$ cat src/rtl/wb_result_selector.sv
// Writeback result selector: picks ALU/load/PC+4/IMM data and drives the register-file write port plus forwarding tap.
// Latency 1 cycle for non-loads, 1 cycle after memRespValid for loads; inReady drops while a load response is outstanding.
// Optional macro WB_MISALIGN_TRAP_EN: misaligned LH/LHU/LW trap at acceptance instead of issuing the load.
module wb_result_selector #(
    parameter int XLEN      = 32,
    parameter int REGADDR_W = 5
) (
    input  logic                 clk,
    input  logic                 resetN,
    input  logic                 inValid,
    output logic                 inReady,
    input  logic [1:0]           wbSel,
    input  logic                 regWrite,
    input  logic [REGADDR_W-1:0] rd,
    input  logic [XLEN-1:0]      aluResult,
    input  logic [XLEN-1:0]      PC,
    input  logic [XLEN-1:0]      imm,
    input  logic [2:0]           loadType,
    input  logic                 memRespValid,
    input  logic [XLEN-1:0]      memReadData,
    output logic                 regWriteEn,
    output logic [REGADDR_W-1:0] regWriteAddr,
    output logic [XLEN-1:0]      regWriteData,
    output logic                 fwdValid,
    output logic [REGADDR_W-1:0] fwdAddr,
    output logic [XLEN-1:0]      fwdData,
    output logic                 trap
);

    typedef enum logic {
        IDLE     = 1'b0,
        WAIT_MEM = 1'b1
    } state_t;

    localparam logic [1:0] SEL_ALU = 2'd0;
    localparam logic [1:0] SEL_MEM = 2'd1;
    localparam logic [1:0] SEL_PC4 = 2'd2;

    localparam logic [2:0] LT_LB  = 3'd0;
    localparam logic [2:0] LT_LH  = 3'd1;
    localparam logic [2:0] LT_LBU = 3'd4;
    localparam logic [2:0] LT_LHU = 3'd5;

    state_t                 state;
    logic [REGADDR_W-1:0]   held_rd;
    logic                   held_reg_write;
    logic [2:0]             held_load_type;
    logic [1:0]             held_addr;

    logic [XLEN-1:0]        direct_data;
    logic [XLEN-1:0]        load_data;
    logic [7:0]             load_byte;
    logic [15:0]            load_half;
    logic                   misaligned;

    always_comb begin
        direct_data = imm;
        case (wbSel)
            SEL_ALU: direct_data = aluResult;
            SEL_PC4: direct_data = PC + 32'd4;
            default: direct_data = imm;
        endcase
    end

    // Lane selection uses the address captured at acceptance; the live bus has moved on.
    always_comb begin
        load_byte = 8'h00;
        case (held_addr)
            2'd0: load_byte = memReadData[7:0];
            2'd1: load_byte = memReadData[15:8];
            2'd2: load_byte = memReadData[23:16];
            default: load_byte = memReadData[31:24];
        endcase
        load_half = held_addr[1] ? memReadData[31:16] : memReadData[15:0];
        load_data = memReadData;
        case (held_load_type)
            LT_LB:  load_data = {{24{load_byte[7]}}, load_byte};
            LT_LH:  load_data = {{16{load_half[15]}}, load_half};
            LT_LBU: load_data = {24'h0, load_byte};
            LT_LHU: load_data = {16'h0, load_half};
            default: load_data = memReadData;
        endcase
    end

    always_comb begin
        misaligned = 1'b0;
        case (loadType)
            LT_LB, LT_LBU: misaligned = 1'b0;
            LT_LH, LT_LHU: misaligned = aluResult[0];
            default:       misaligned = (aluResult[1:0] != 2'd0);
        endcase
    end

    always_ff @(posedge clk or negedge resetN) begin
        if (!resetN) begin
            state          <= IDLE;
            regWriteEn     <= 1'b0;
            regWriteAddr   <= '0;
            regWriteData   <= '0;
            trap           <= 1'b0;
            held_rd        <= '0;
            held_reg_write <= 1'b0;
            held_load_type <= 3'd0;
            held_addr      <= 2'd0;
        end else begin
            regWriteEn <= 1'b0;
            trap       <= 1'b0;
            case (state)
                IDLE: begin
                    if (inValid) begin
                        if (wbSel == SEL_MEM) begin
`ifdef WB_MISALIGN_TRAP_EN
                            if (misaligned) begin
                                trap <= 1'b1;
                            end else begin
                                held_rd        <= rd;
                                held_reg_write <= regWrite;
                                held_load_type <= loadType;
                                held_addr      <= aluResult[1:0];
                                state          <= WAIT_MEM;
                            end
`else
                            held_rd        <= rd;
                            held_reg_write <= regWrite;
                            held_load_type <= loadType;
                            held_addr      <= aluResult[1:0];
                            state          <= WAIT_MEM;
`endif
                        end else begin
                            regWriteAddr <= rd;
                            regWriteData <= direct_data;
                            regWriteEn   <= regWrite && (rd != '0);
                        end
                    end
                end
                WAIT_MEM: begin
                    if (memRespValid) begin
                        regWriteAddr <= held_rd;
                        regWriteData <= load_data;
                        regWriteEn   <= held_reg_write && (held_rd != '0);
                        state        <= IDLE;
                    end
                end
                default: state <= IDLE;
            endcase
        end
    end

`ifndef WB_MISALIGN_TRAP_EN
    // Without the trap feature the misalignment check has no consumer.
    logic unused_misaligned;
    assign unused_misaligned = misaligned;
`endif

    assign inReady  = (state == IDLE);
    assign fwdValid = regWriteEn;
    assign fwdAddr  = regWriteAddr;
    assign fwdData  = regWriteData;

endmodule
$ cat config.mk
export PLATFORM = sky130hd
export DESIGN_NAME = wb_result_selector
export DESIGN_NICKNAME = d
export VERILOG_FILES = /design/src/rtl/wb_result_selector.sv
export SDC_FILE = /design/constraint.sdc
export NUM_CORES = 1
export LEC_CHECK = 0
export BUFFER_PORTS_ARGS = -buffer_cell sky130_fd_sc_hd__buf_2
export CAP_MARGIN = 5
export CORE_MARGIN = 2
export CORE_UTILIZATION = 52
export CTS_BUF_LIST = sky130_fd_sc_hd__clkbuf_4
export CTS_CLUSTER_SIZE = 20
export DETAILED_ROUTE_END_ITERATION = 8
export PLACE_DENSITY_LB_ADDON = 0.1
export REMOVE_ABC_BUFFERS = 1
export SYNTH_ARGS = -nofsm -noshare
export SYNTH_HDL_FRONTEND = slang
export SYNTH_SLANG_ARGS = --single-unit
$ cat constraint.sdc
create_clock -name clk -period 2.7 [get_ports clk]
set_clock_uncertainty 0.2 [all_clocks]
set_input_delay 0.27 -clock clk [delete_from_list [all_inputs] [get_ports clk]]
set_output_delay 0.27 -clock clk [all_outputs]
set_load 0.02 [all_outputs]
==> summary.txt <==
Route
  • Vias per Instance: 6.05
  • DRC Markers: 0
  • Met3 wire len: 1550 µm
  • Routed wire length on met2: 7690 µm
  • ANT nets after route: 0
  • Drt wl/cell: 19.2 µm
  • DR top layer: met4
  • Via count: 5130
  • Wl on met1: 6560 µm
  • DRT iter0 DRCs: 302
  • Drt pass-1 iters: 5
  • DRT Wirelength: 16300 µm

Yosys
  • Avg Synthesized Cell Area: 8.20 µm²
  • Synthesized area: 0.00442 mm²
  • Sequential share of the synthesized area: 28.3%
  • Yosys reg bits: 50
  • Post-Synth Simple-Gate Area: 21.7%
  • Adder-cell share of the synthesized area: 0.283%
  • Post-Synth XOR/XNOR Area: 2.78%
  • Number of synthesized flops with an enable pin: 0
  • Synth warn: 0
  • Most used flip-flop cell after synthesis: dfrtp_1
  • Largest family of logic cells by synthesized area: compound AO/OA/AOI/OAI gates
  • Mapped Cells: 539
  • Top-area cell type share of the netlist area: 28.3%
  • Synth Area in Compound Gates: 28.6%
  • Synth unique cells: 67
  • Ys async rst share: 100%
  • Post-synth top area cell: dfrtp_1
  • Ranking of synthesized cells by area: dfrtp_1 28%, buf_4 7.0%, nand2_1 4.2%
  • Mux cell area share after synthesis: 6.46%

Hold path
  • HP Class: input port to register
  • Hold depth: 3
  • Worst hold start: PC[28]
  • Sink of the worst hold path: fwdData[28]$_DFFE_PN0P_

Critical path
  • Most frequent CP cell: a211oi_1
  • Worst path max stage delay: 0.53 ns
  • Crit-path leading delay family: simple AND/OR/NAND/NOR gates
  • R2R Setup Slk: 0.39 ns
  • Max stage delay cell, worst path: dlygate4sd3_1
  • Required @ worst endpoint: 2.81 ns
  • CP Data Arrival Time: 2.48 ns
  • CP endpoint kind: register
  • Capture point of the worst reg-to-reg path: fwdData[19]$_DFFE_PN0P_
  • Type of origin of the critical path: input port
  • Worst-path fanout max: 15
  • Worst Reg-to-Reg Cells: 5
  • Crit-path cells: dlygate4sd3_1 > buf_2 > and4_1 > nand4_4 > nor4_1 > a211oi_1 > a211oi_1
  • Buffers & Inverters on Critical Path: 2
  • Worst R2R Start: state$_DFF_PN0_
  • WS Path Type: input port to register

Timing
  • Max transition margin: 53.6%
  • Worst Max-Slew Pin Slew: 0.696 ns
  • Fin crit share: 87.6%
  • Final Hold Fails: 0
  • Final-report setup violation count: 0
  • RSZ-0062 raised after global routing: no
  • Tmin final: 2.37 ns
  • Max-slew violation count: 0
  • Final setup margin: 0.334 ns
  • TNS Setup: 0 ns
  • Achievable Freq: 423 MHz

Clock tree
  • Root buffer cell: clkbuf_4
  • CTS Hold Buffers Added: 33
  • CTS buffer count: 5
  • Postcts setup bufs: 0
  • H-tree levels: 2
  • Cts repair resizes: 0
  • Max clock buf depth: 2
  • CTS tree: yes
  • Worst-Skew Late Latency: 0.39 ns
  • Reg clk slew, reported paths: 0.17 ns
  • Clk sinks: 50

Floorplanning
  • Die Y: 96.2 µm
  • Die area: 0.00925 mm²
  • I/O pin total: 221
  • Die X: 96.2 µm
  • Core area: 0.00822 mm²
  • Cell row count: 33
  • Starting Density: 53.8%

Final layout
  • ANT cells: 0
  • Syn-to-layout area delta: 29.5%
  • Final non-filler cell area: 0.00572 mm²
  • Final net count: 886
  • Final core utilization: 69.7%
  • Share of layout cells above drive strength 1: 37.0%

Place
  • Port bufs: 219
  • Final GP Congestion: 0.920
  • Post-Place Worst Slack: 0.425 ns
  • Hpwl dp: 12400 µm
  • Post-DP Area: 0.00532 mm²

Power
  • Pwr Density: 533 mW/mm²
  • Clk pwr share: 13.0%
  • Maximum vdd ir drop: 267 µV
  • Pint: 0.00163 W
  • Power, Total: 0.00305 W
  • Comb pwr share: 51.4%
  • Sw power: 0.00142 W
  • P_leak: 2.63 nW
  • Sw frac: 46.5%
  • Part of the power in registers: 35.6%

Global routing
  • Largest net degree at the start of global routing: 51
  • Initial antenna violation count: 0
  • Total gr overflow: 0
  • Vias in the first global route: 4822
  • All-Layer GR Usage: 34.9%
  • Global-route wire length before repair: 24700 µm

Run status
  • Status: finished clean

Job
  • Max-cap violations: 0
[per-stage QoR]
stage	hold slack, ns	instances
after floorplan	-0.226	462
after global placement	0.233	806
after detailed placement	0.235	806
after CTS	0.000306	847
after global routing	0.00500	848
final	0.0125	848
[cell usage after synthesis (7+ instances only)]
cell	instances
a211oi_1	9
a21oi_1	31
a221oi_1	11
and4_1	7
buf_2	16
buf_4	41
clkbuf_1	14
dfrtp_1	50
inv_1	12
mux2_2	10
mux2i_1	15
nand2_1	49
nand2b_1	8
nand3_1	15
nand4_1	9
nor2_1	43
nor2b_1	9
nor4_1	9
o21ai_0	34
o21ai_1	9
o22ai_1	8
o31a_1	7
xor2_1	8
[registers in the layout, indices dropped and copies added (netlist names)]
register        count
fwdValid            1
held_rd             5
held_reg_write      1
state               1
fwdAddr             5
held_addr           2
fwdData            32
held_load_type      3
[worst register-to-register path, delay by kind of cell, from the launching register on]
kind	cells	cell delay, ns
AOI/OAI and AO/OA	2	0.38
and+or+nand+nor	2	0.59
buffers and inverters	1	0.60
DFF	1	0.46
[layout by cell type, fill, tap and decap left out, types with 15 or more instances in the layout]
| master | count |
|---|---|
| nand3_1 | 15 |
| dfrtp_1 | 50 |
| mux2i_1 | 15 |
| dlygate4sd3_1 | 34 |
| nor2_1 | 43 |
| buf_4 | 20 |
| o21ai_0 | 34 |
| nand2_1 | 49 |
| a21oi_1 | 31 |
| buf_2 | 219 |
[area by class of cell]
class | instances | area, µm²
Clock buffer | 5 | 37.5
Multi-Input combinational cell | 400 | 2650
Sequential cell | 50 | 1250
Inverter | 12 | 45.0
Fill cell | 730 | 2490
Tap cell | 105 | 131
Clock inverter | 3 | 23.8
Timing Repair Buffer | 273 | 1590
[power by group through the flow]
stage / sequential (W) / clock [W] / combinational, W
finish: 0.00109 / 0.000395 / 0.00157
detailed placement: 0.00109 / 0 / 0.00152
global route: 0.00111 / 0.000427 / 0.00169
floorplan: 0.00144 / 0 / 0.000505
CTS: 0.00108 / 0.000399 / 0.00156
global placement: 0.00108 / 0 / 0.00150
[routing by layer]
layer,track usage (%),up-vias
met1,46.5,2396
li1,-,2378
met4,12.5,0
met3,5.17,37
met5,0,-
met2,57.3,319
[logic make-up after synthesis]
family,count (synthesis)
XOR/XNOR,14
other,1
flip-flops,50
adder cells (fa/ha/maj),1
AO/OA/AOI/OAI,178
multiplexers,26
AND/OR/NAND/NOR,180
buffers and inverters,89
[how the worst max path moves through the flow]
stage / end / slack (ns) / cells past startpoint / start
final: fwdData[30]$_DFFE_PN0P_ / 0.33 / 7 / PC[12]
after global placement: fwdData[30]$_DFFE_PN0P_ / 0.55 / 6 / PC[5]
after floorplan: fwdData[30]$_DFFE_PN0P_ / -0.16 / 5 / state$_DFF_PN0_
after global routing: fwdData[0]$_DFFE_PN0P_ / 0.28 / 5 / held_load_type[0]$_DFFE_PN0P_
after detailed placement: fwdData[30]$_DFFE_PN0P_ / 0.43 / 6 / PC[5]
after CTS: fwdData[30]$_DFFE_PN0P_ / 0.37 / 7 / PC[12]
No activity file was read; power rests on OpenSTA's default activity.
